[src/rtl/uart_pkg.sv]
// uart_pkg: shared capture-FSM encoding and default FIFO geometry
package uart_pkg;

    typedef enum logic {
        IDLE  = 1'b0,
        CLEAR = 1'b1
    } rx_state_e;

    localparam int DEF_DEPTH  = 16;
    localparam int DEF_DATA_W = 8;

endpackage

[src/rtl/uart_rx_fifo_if.sv]
// uart_rx_fifo_if: receiver-side and consumer-side signals of the receive FIFO
interface uart_rx_fifo_if import uart_pkg::*; #(
    parameter int DEPTH  = DEF_DEPTH,
    parameter int DATA_W = DEF_DATA_W
) ();

    logic                     rx_rdy;
    logic [DATA_W-1:0]        rx_data;
    logic                     rx_parity_error;
    logic                     rx_rdy_clr;
    logic                     rd_en;
    logic [DATA_W-1:0]        rd_data;
    logic                     rd_perr;
    logic                     empty;
    logic                     full;
    logic [$clog2(DEPTH):0]   count;
    logic                     overrun;
    logic                     overrun_clr;

    modport master (
        output rx_rdy, rx_data, rx_parity_error, rd_en, overrun_clr,
        input  rx_rdy_clr, rd_data, rd_perr, empty, full, count, overrun
    );

    modport slave (
        input  rx_rdy, rx_data, rx_parity_error, rd_en, overrun_clr,
        output rx_rdy_clr, rd_data, rd_perr, empty, full, count, overrun
    );

endinterface

[src/rtl/uart_sync_fifo.sv]
// uart_sync_fifo: first-word-fall-through FIFO with registered count/empty/full
module uart_sync_fifo #(
    parameter int DEPTH = 16,
    parameter int W     = 9
) (
    input  logic                   clk,
    input  logic                   rst,
    input  logic                   wr_en,
    input  logic [W-1:0]           wr_data,
    input  logic                   rd_en,
    output logic [W-1:0]           rd_data,
    output logic                   empty,
    output logic                   full,
    output logic [$clog2(DEPTH):0] count
);

    localparam int AW = $clog2(DEPTH);

    logic [W-1:0]  mem_q [DEPTH];
    logic [AW-1:0] wr_ptr_q, wr_ptr_d, rd_ptr_q, rd_ptr_d;
    logic [AW:0]   count_q, count_d;
    logic          empty_q, empty_d, full_q, full_d;
    logic          push, pop;

    // A write at full is accepted only when a pop frees the head slot in the same cycle
    always_comb begin
        pop      = rd_en && !empty_q;
        push     = wr_en && (!full_q || pop);
        wr_ptr_d = wr_ptr_q + AW'(push);
        rd_ptr_d = rd_ptr_q + AW'(pop);
        count_d  = count_q + (AW+1)'(push) - (AW+1)'(pop);
        empty_d  = count_d == '0;
        full_d   = count_d == (AW+1)'(DEPTH);
    end

    // Storage is deliberately left out of reset
    always_ff @(posedge clk) begin
        if (push) mem_q[wr_ptr_q] <= wr_data;
    end

    // Pointer and occupancy registers
    always_ff @(posedge clk) begin
        if (rst) begin
            wr_ptr_q <= '0;
            rd_ptr_q <= '0;
            count_q  <= '0;
            empty_q  <= 1'b1;
            full_q   <= 1'b0;
        end else begin
            wr_ptr_q <= wr_ptr_d;
            rd_ptr_q <= rd_ptr_d;
            count_q  <= count_d;
            empty_q  <= empty_d;
            full_q   <= full_d;
        end
    end

    assign rd_data = mem_q[rd_ptr_q];
    assign empty   = empty_q;
    assign full    = full_q;
    assign count   = count_q;

endmodule

[src/rtl/uart_rx_fifo.sv]
// uart_rx_fifo: captures receiver characters into a FIFO, handshakes rx_rdy_clr, flags overrun
module uart_rx_fifo import uart_pkg::*; #(
    parameter int DEPTH  = DEF_DEPTH,
    parameter int DATA_W = DEF_DATA_W
) (
    input logic            clk,
    input logic            rst,
    uart_rx_fifo_if.slave  bus
);

    rx_state_e         state_q, state_d;
    logic              rx_rdy_clr_q, rx_rdy_clr_d;
    logic              overrun_q, overrun_d;
    logic              wr_req, drop;
    logic [DATA_W:0]   head;

    // State and handshake registers
    always_ff @(posedge clk) begin
        if (rst) begin
            state_q      <= IDLE;
            rx_rdy_clr_q <= 1'b0;
            overrun_q    <= 1'b0;
        end else begin
            state_q      <= state_d;
            rx_rdy_clr_q <= rx_rdy_clr_d;
            overrun_q    <= overrun_d;
        end
    end

    // Capture once per rx_rdy assertion, then wait in CLEAR for the receiver to drop it
    always_comb begin
        state_d = state_q;
        if (state_q == IDLE && bus.rx_rdy) state_d = CLEAR;
        else if (state_q == CLEAR && !bus.rx_rdy) state_d = IDLE;
    end

    // Write request, drop detection and the sticky overrun flag (set beats clear)
    always_comb begin
        wr_req       = state_q == IDLE && bus.rx_rdy;
        drop         = wr_req && bus.full && !bus.rd_en;
        rx_rdy_clr_d = state_d == CLEAR;
        overrun_d    = drop ? 1'b1 : bus.overrun_clr ? 1'b0 : overrun_q;
    end

    uart_sync_fifo #(.DEPTH(DEPTH), .W(DATA_W + 1)) u_fifo (
        .clk     (clk),
        .rst     (rst),
        .wr_en   (wr_req),
        .wr_data ({bus.rx_parity_error, bus.rx_data}),
        .rd_en   (bus.rd_en),
        .rd_data (head),
        .empty   (bus.empty),
        .full    (bus.full),
        .count   (bus.count)
    );

    assign bus.rd_data    = head[DATA_W-1:0];
    assign bus.rd_perr    = head[DATA_W];
    assign bus.rx_rdy_clr = rx_rdy_clr_q;
    assign bus.overrun    = overrun_q;

endmodule

[src/flat_wrapper.sv]
// flat-port wrapper written by rule: the top's interface ports become plain ports
module uart_rx_fifo_flat import uart_pkg::*;
#(
    parameter int DEPTH  = DEF_DEPTH,
    parameter int DATA_W = DEF_DATA_W
)
  (clk, rst, bus_rx_rdy, bus_rx_data, bus_rx_parity_error, bus_rd_en, bus_overrun_clr, bus_rx_rdy_clr, bus_rd_data, bus_rd_perr, bus_empty, bus_full, bus_count, bus_overrun);
  uart_rx_fifo_if #(.DEPTH(DEPTH), .DATA_W(DATA_W)) bus_i ();
  input logic clk;
  input logic rst;
  input wire logic [$bits(bus_i.rx_rdy)-1:0] bus_rx_rdy;
  input wire logic [$bits(bus_i.rx_data)-1:0] bus_rx_data;
  input wire logic [$bits(bus_i.rx_parity_error)-1:0] bus_rx_parity_error;
  input wire logic [$bits(bus_i.rd_en)-1:0] bus_rd_en;
  input wire logic [$bits(bus_i.overrun_clr)-1:0] bus_overrun_clr;
  output wire logic [$bits(bus_i.rx_rdy_clr)-1:0] bus_rx_rdy_clr;
  output wire logic [$bits(bus_i.rd_data)-1:0] bus_rd_data;
  output wire logic [$bits(bus_i.rd_perr)-1:0] bus_rd_perr;
  output wire logic [$bits(bus_i.empty)-1:0] bus_empty;
  output wire logic [$bits(bus_i.full)-1:0] bus_full;
  output wire logic [$bits(bus_i.count)-1:0] bus_count;
  output wire logic [$bits(bus_i.overrun)-1:0] bus_overrun;
  assign bus_i.rx_rdy = bus_rx_rdy;
  assign bus_i.rx_data = bus_rx_data;
  assign bus_i.rx_parity_error = bus_rx_parity_error;
  assign bus_i.rd_en = bus_rd_en;
  assign bus_i.overrun_clr = bus_overrun_clr;
  assign bus_rx_rdy_clr = bus_i.rx_rdy_clr;
  assign bus_rd_data = bus_i.rd_data;
  assign bus_rd_perr = bus_i.rd_perr;
  assign bus_empty = bus_i.empty;
  assign bus_full = bus_i.full;
  assign bus_count = bus_i.count;
  assign bus_overrun = bus_i.overrun;
  uart_rx_fifo #(.DEPTH(DEPTH), .DATA_W(DATA_W)) u_core (.clk(clk), .rst(rst), .bus(bus_i));
endmodule
[config.mk]
export PLATFORM = sky130hd
export DESIGN_NAME = uart_rx_fifo_flat
export DESIGN_NICKNAME = d
export VERILOG_FILES = /design/src/rtl/uart_pkg.sv /design/src/rtl/uart_rx_fifo_if.sv /design/src/rtl/uart_sync_fifo.sv /design/src/rtl/uart_rx_fifo.sv /design/src/flat_wrapper.sv
export SDC_FILE = /design/constraint.sdc
export NUM_CORES = 1
export LEC_CHECK = 0
export ABC_CLOCK_PERIOD_IN_PS = 2630
export BUFFER_PORTS_ARGS = -buffer_cell sky130_fd_sc_hd__clkbuf_2
export CAP_MARGIN = 40
export CORE_MARGIN = 1.5
export CORE_UTILIZATION = 60
export DETAILED_ROUTE_END_ITERATION = 8
export PLACE_DENSITY_LB_ADDON = 0.05
export RECOVER_POWER = 50
export SLEW_MARGIN = 5
export SYNTH_ARGS = -nofsm -noshare
export SYNTH_HDL_FRONTEND = slang
export SYNTH_SLANG_ARGS = --single-unit
[constraint.sdc]
create_clock -name clk -period 2.63 [get_ports clk]
set_input_delay 0.3945 -clock clk [delete_from_list [all_inputs] [get_ports clk]]
set_output_delay 0.3945 -clock clk [all_outputs]
set_load 0.02 [all_outputs]
==> results of run 1 <==
-- routing by layer --
layer  share of wire [%]  vias up  GRT usage [%]
met5                   0        -              0
met4                 1.3        0           8.49
met3                 5.1       13           4.11
met2                  51       89           36.8
met1                  43     1669           30.9
li1                    -     1448              -
-- worst max-delay path: stages (launching register included) --
cell and delay, ns:
dfxtp_4 0.45, buf_12 0.17, mux4_1 0.61, a22oi_2 0.21, nand2_1 0.09, clkbuf_2 0.17
-- cell type report --
class                           count  share of cell area, %
Tap cell                          136                   2.27
Multi-Input combinational cell    139                   21.3
Inverter                            9                  0.450
Timing Repair Buffer               64                   5.92
Clock buffer                       20                   5.67
Clock inverter                     12                   2.12
Sequential cell                   161                   62.2
-- Yosys cell counts, drive strengths merged --
master	n
nand3b	3
nand3	3
clkbuf	5
nand2	11
fa	1
or3	1
buf	9
mux2i	1
nor2b	8
and2	1
edfxtp	144
o21ai	1
dfxtp	17
a21oi	3
a22oi	18
nor3	4
and2b	1
a41o	1
nand2b	3
nor2	22
xnor2	4
ha	10
inv	9
nor4bb	1
xor2	4
mux4	36
a21o	2
-- power by group --
| part | internal (mW) | switching [mW] | leakage, nW | total (mW) |
|---|---|---|---|---|
| Combinational | 0.582 | 0.640 | 0.846 | 1.22 |
| Sequential | 2.91 | 0.0756 | 1.44 | 2.99 |
| Clock | 1.45 | 0.947 | 0.275 | 2.40 |
| Total | 4.95 | 1.66 | 2.56 | 6.61 |
-- kinds of logic after synthesis --
group	share of synthesized area [%]
mux	14.0
fa+ha+maj	2.27
xor+xnor	1.10
flops	73.1
buf+inv	2.29
simple gates	4.39
compound gates	2.82
-- stage by stage --
stage          util (%)  std cells  total power [mW]  setup WS, ns  hold WS (ns)
2_1_floorplan         -        323              3.86         0.223         0.466
3_3_place_gp       65.9        500              4.14         0.133         0.454
3_5_place_dp       65.9        500              4.18        0.0128         0.458
4_1_cts            72.1        534              6.60      -0.00640         0.111
5_1_grt            72.7        541              6.87       -0.0325         0.178
6_report           72.7        541              6.61        0.0125         0.130
-- state kept, by name (all words and copies together), names as in the netlist --
register	cells
u_core.u_fifo.wr_ptr_q	4
u_core.u_fifo.count	5
u_core.bus.rx_rdy_clr	1
u_core.u_fifo.full	1
u_core.bus.overrun	1
u_core.u_fifo.mem_q	144
u_core.u_fifo.empty	1
u_core.u_fifo.rd_ptr_q	4
-- path summary, 6_finish.rpt --
check	startpoint	to	cells past startpoint	slack, ns
hold / removal	bus_overrun_clr	u_core.bus.overrun	3	0.13
setup / recovery	u_core.u_fifo.rd_ptr_q[0]	bus_rd_data[7]	5	0.01
setup reg to reg	u_core.bus.rx_rdy_clr	u_core.u_fifo.full	11	0.18
hold reg to reg	u_core.bus.overrun	u_core.bus.overrun	2	0.47
-- timing repair --
| action | 4_1_cts | 5_1_grt |
|---|---|---|
| endpoints found under the setup margin | 9 | 11 |
| buffers inserted | 2 | 7 |
| pin swaps | 1 | 6 |
| gates resized for setup | 10 | 11 |
==> out/results.ini, run 1 <==
[timing]
tns_ns = 0
fin_crit_ns = 2.62
slew_violations = 0
worstMarginPinSlew_ns = 0.721
setup-violations-final = 0
finalHoldViolCount = 0
relSlewSlack_pct = 52.0
fmax_ghz = 0.382
finalCritPeriodShare_pct = 99.5
rsz0062_at_grt = yes
finClkSkew_ns = 0.00655

[hold_path]
hp-class = in2reg

[grt]
grt_usage_pct = 22.6
antenna_found_initial = 0
grt_pass1_vias = 3198
grt_max_degree = 39
grt_pass1_wl_um = 18000
grt.overflow.total = 0

[logic_synthesis]
ys_top_cells_by_area = edfxtp_1, mux4_1, mux4_2
ys_seq_elements = 161
yosysUniqueCellTypes = 33
avgSynthCellArea_um2 = 19.8
yosysTopAreaCellShare_pct = 67.8
syn-instance-count = 323
yosysWarnings = 0
ys_seq_area_share_pct = 73.1
syn-num-nets = 348
yosys.area.top_type = edfxtp_1
syn_area_um2 = 6380

[clock_network]
clk_pin_slew_ns = 0.06
cts_hold_buffers = 0
cts_sinks = 161
numCtsBuffers = 17
cts_root_buf = clkbuf_8
clk_path_buf_depth = 2
clkLatencyLatePin_ns = 0.52
cts_tree = built
cts_max_level = 4

[finish]
regArea_um2 = 4670
n_antenna_cell = 0
layout.nets = 417
drive_gt1_share_pct = 25.4
multi_input_area_um2 = 1600
area_growth_syn_to_layout_pct = 17.5
final_common_cell = edfxtp_1
final_cell_mix = edfxtp_1, buf_4, nor2_1
nFillCells = 616
design_area_um2 = 7500

[placed_design]
place_area_um2 = 6800
hpwlAfterDp_um = 7040
port_buffers = 31
place_congestion = 0.739

[setup_path]
cp-start-kind = register
crit_fanout = 10
critPathKind = reg2out
critPathArrivalTime_ns = 2.22
endpoint_kind = primary output
cp_data_required_time_ns = 2.24

[power]
power_density_nw_per_um2 = 881
p_leak_nw = 2.56
vdd_drop_max_mv = 0.796

[drt]
drtPass1Iterations = 4
vias_per_cell = 5.95
ant_nets = 0
drt-wirelength-per-cell_um = 21.7
drc_errors = 0
drt_iter0_markers = 202
wl_um = 11700
routed-via-count = 3219

[floorplanning]
io_pins = 32
dieArea_um2 = 11300
coreArea_um2 = 10300
die_w_um = 106
fp.dieH_um = 106
fp-row-count = 37
start_util_pct = 61.8

[outcome]
status = finished, final reports clean

[run]
drv_cap = 0

(Power assumes the default switching activity.)
==> run 2, diff against run 1 <==
--- a/config.mk
+++ b/config.mk
@@ -8,8 +8,10 @@
 export ABC_CLOCK_PERIOD_IN_PS = 2630
 export BUFFER_PORTS_ARGS = -buffer_cell sky130_fd_sc_hd__clkbuf_2
 export CAP_MARGIN = 40
+export CELL_PAD_IN_SITES_DETAIL_PLACEMENT = 0
+export CELL_PAD_IN_SITES_GLOBAL_PLACEMENT = 1
 export CORE_MARGIN = 1.5
-export CORE_UTILIZATION = 60
+export CORE_UTILIZATION = 53
 export DETAILED_ROUTE_END_ITERATION = 8
 export PLACE_DENSITY_LB_ADDON = 0.05
 export RECOVER_POWER = 50
==> run 2 against run 1 <==
Net effect: via count decreased by 3.7%; first-iteration DRC count decreased by 36%; sequential cell count did not move; register-to-register slack gained 0.04 ns; critical path type unchanged; critical endpoint is now bus_rd_data[3]; largest cell class unchanged.
==> out/results.ini, run 2 (same netlist as run 1, synthesis figures left out) <==
[floorplanning]
dieArea_um2 = 12700
fp-row-count = 39
start_util_pct = 55.2
die_w_um = 113
fp.dieH_um = 113
io_pins = 32
coreArea_um2 = 11600

[outcome]
status = finished, final reports clean

[setup_path]
worstReg2RegStart = u_core.bus.rx_rdy_clr
critical_path.startpoint = u_core.u_fifo.rd_ptr_q[0]
crit_fanout = 15
cp-start-kind = register
endpoint_kind = primary output
critPathArrivalTime_ns = 2.13
cp_cell_sequence = buf_12, buf_4, mux4_1, a22oi_2, nand2_1, clkbuf_2
r2r_cells = 11
critPathKind = reg2out
max_stage_delay_ns = 0.55
slowest_stage = mux4_1
reg2reg_setup_slack_ns = 0.22
r2r-end = u_core.u_fifo.full
cp_data_required_time_ns = 2.24

[power]
p_leak_nw = 2.59
combPwrFrac_pct = 17.8
p_sw_share_pct = 24.5
vdd_drop_max_mv = 0.594
clkPwrFrac_pct = 37.7
seqPwrFrac_pct = 44.5
p_switching_mw = 1.64
p_int_mw = 5.05
power_density_nw_per_um2 = 891

[timing]
worstMarginPinSlew_ns = 0.661
finalCritPeriodShare_pct = 96.1
tns_ns = 0
whs_ns = 0.237
fmax_ghz = 0.396
slew_violations = 0
relSlewSlack_pct = 55.9
finClkSkew_ns = 0.0230
fin_ws_ns = 0.102
finalHoldViolCount = 0
setup-violations-final = 0
rsz0062_at_grt = no
fin_crit_ns = 2.53

[drt]
vias_per_cell = 5.64
drt-wirelength-per-cell_um = 21.2
wl_um = 11700
drtPass1Iterations = 4
drc_errors = 0
drt_iter0_markers = 129
routed-via-count = 3100
ant_nets = 0

[clock_network]
clkLatencyLatePin_ns = 0.42
clk_pin_slew_ns = 0.06
cts_max_level = 4
numCtsBuffers = 17
cts_root_buf = clkbuf_16
cts_tree = built
cts_sinks = 161
clk_path_buf_depth = 2

[finish]
regMostFlops = u_core.u_fifo.mem_q
final_common_cell = edfxtp_1
regArea_um2 = 4670
post-route-util_pct = 65.0
area_growth_syn_to_layout_pct = 17.7
n_antenna_cell = 0
layout.nets = 419
largest_register_ffs = 144
final_cell_mix = edfxtp_1, buf_4, nor2_1
nFillCells = 788
multi_input_area_um2 = 1580
drive_gt1_share_pct = 24.1

[placed_design]
place_congestion = 0.763
port_buffers = 31
place_ws_ns = 0.0679
hpwlAfterDp_um = 7450

[grt]
grt_pass1_vias = 3145
grt_pass1_wl_um = 17800
antenna_found_initial = 0
grt_usage_pct = 19.9
grt_max_degree = 30
grt.overflow.total = 0

[hold_path]
hp-start = bus_overrun_clr
hold_depth = 3
hp-class = in2reg
hold_end = u_core.bus.overrun

[run]
drv_cap = 0

-- run 2: cell types whose count changed in the layout (fill, tap and decap cells not counted), sizes merged --
| cell | change |
|---|---|
| clkinv | +2 |
| bufinv | +1 |
| clkinvlp | +1 |
| inv | -1 |
| clkbuf | -2 |
| buf | +1 |
-- run 2: power groups by stage --
stage	registers (mW)	logic [mW]	clock network (mW)
after global routing	2.99	1.30	2.67
after floorplan	3.07	0.791	0
final	2.98	1.19	2.52
after global placement	3.03	1.14	0
after CTS	2.98	1.18	2.57
after detailed placement	3.04	1.16	0
-- run 2: timing repair --
item                                    4_1_cts  5_1_grt
buffers inserted                              2        7
hold buffers                                  0        0
gates resized for setup                       1        3
endpoints found under the setup margin        9        3
pin swaps                                     0        2
-- run 2: worst max-delay path, delay by kind of cell, from the launching register on --
family	cells	cell delay, ns
buffers and inverters	3	0.48
AOI/OAI and AO/OA	1	0.17
and+or+nand+nor	1	0.13
DFF	1	0.39
muxes	1	0.55
-- run 2: worst max path at each step --
| stage | endpoint | cells past startpoint |
|---|---|---|
| 6_report | bus_rd_data[3] | 6 |
| 5_1_grt | bus_rd_data[0] | 6 |
| 4_1_cts | bus_rd_data[3] | 5 |
| 3_5_place_dp | u_core.u_fifo.full | 11 |
| 3_3_place_gp | u_core.u_fifo.empty | 11 |
| 2_1_floorplan | u_core.u_fifo.empty | 11 |
-- run 2: layout make-up --
cell class / instances / area share (%)
Inverter: 9 / 0.450
Clock buffer: 17 / 5.66
Clock inverter: 15 / 2.55
Tap cell: 143 / 2.38
Sequential cell: 161 / 62.1
Timing Repair Buffer: 66 / 5.76
Multi-Input combinational cell: 139 / 21.1
-- run 2: per-stage QoR --
step / total power, mW / area (um^2) / instances
floorplan: 3.86 / 6380 / 323
global placement: 4.18 / 6840 / 509
detailed placement: 4.19 / 6840 / 509
CTS: 6.73 / 7470 / 543
global route: 6.95 / 7510 / 550
finish: 6.69 / 7510 / 550
-- run 2: routing by layer --
layer  part of all wire [%]  GRT usage, %  vias to the layer above
met5                      0             0                        -
met4                   0.27          6.92                        0
met3                    6.1          4.45                        2
met2                     50          31.5                       74
met1                     44          27.7                     1572
li1                       -             -                     1452
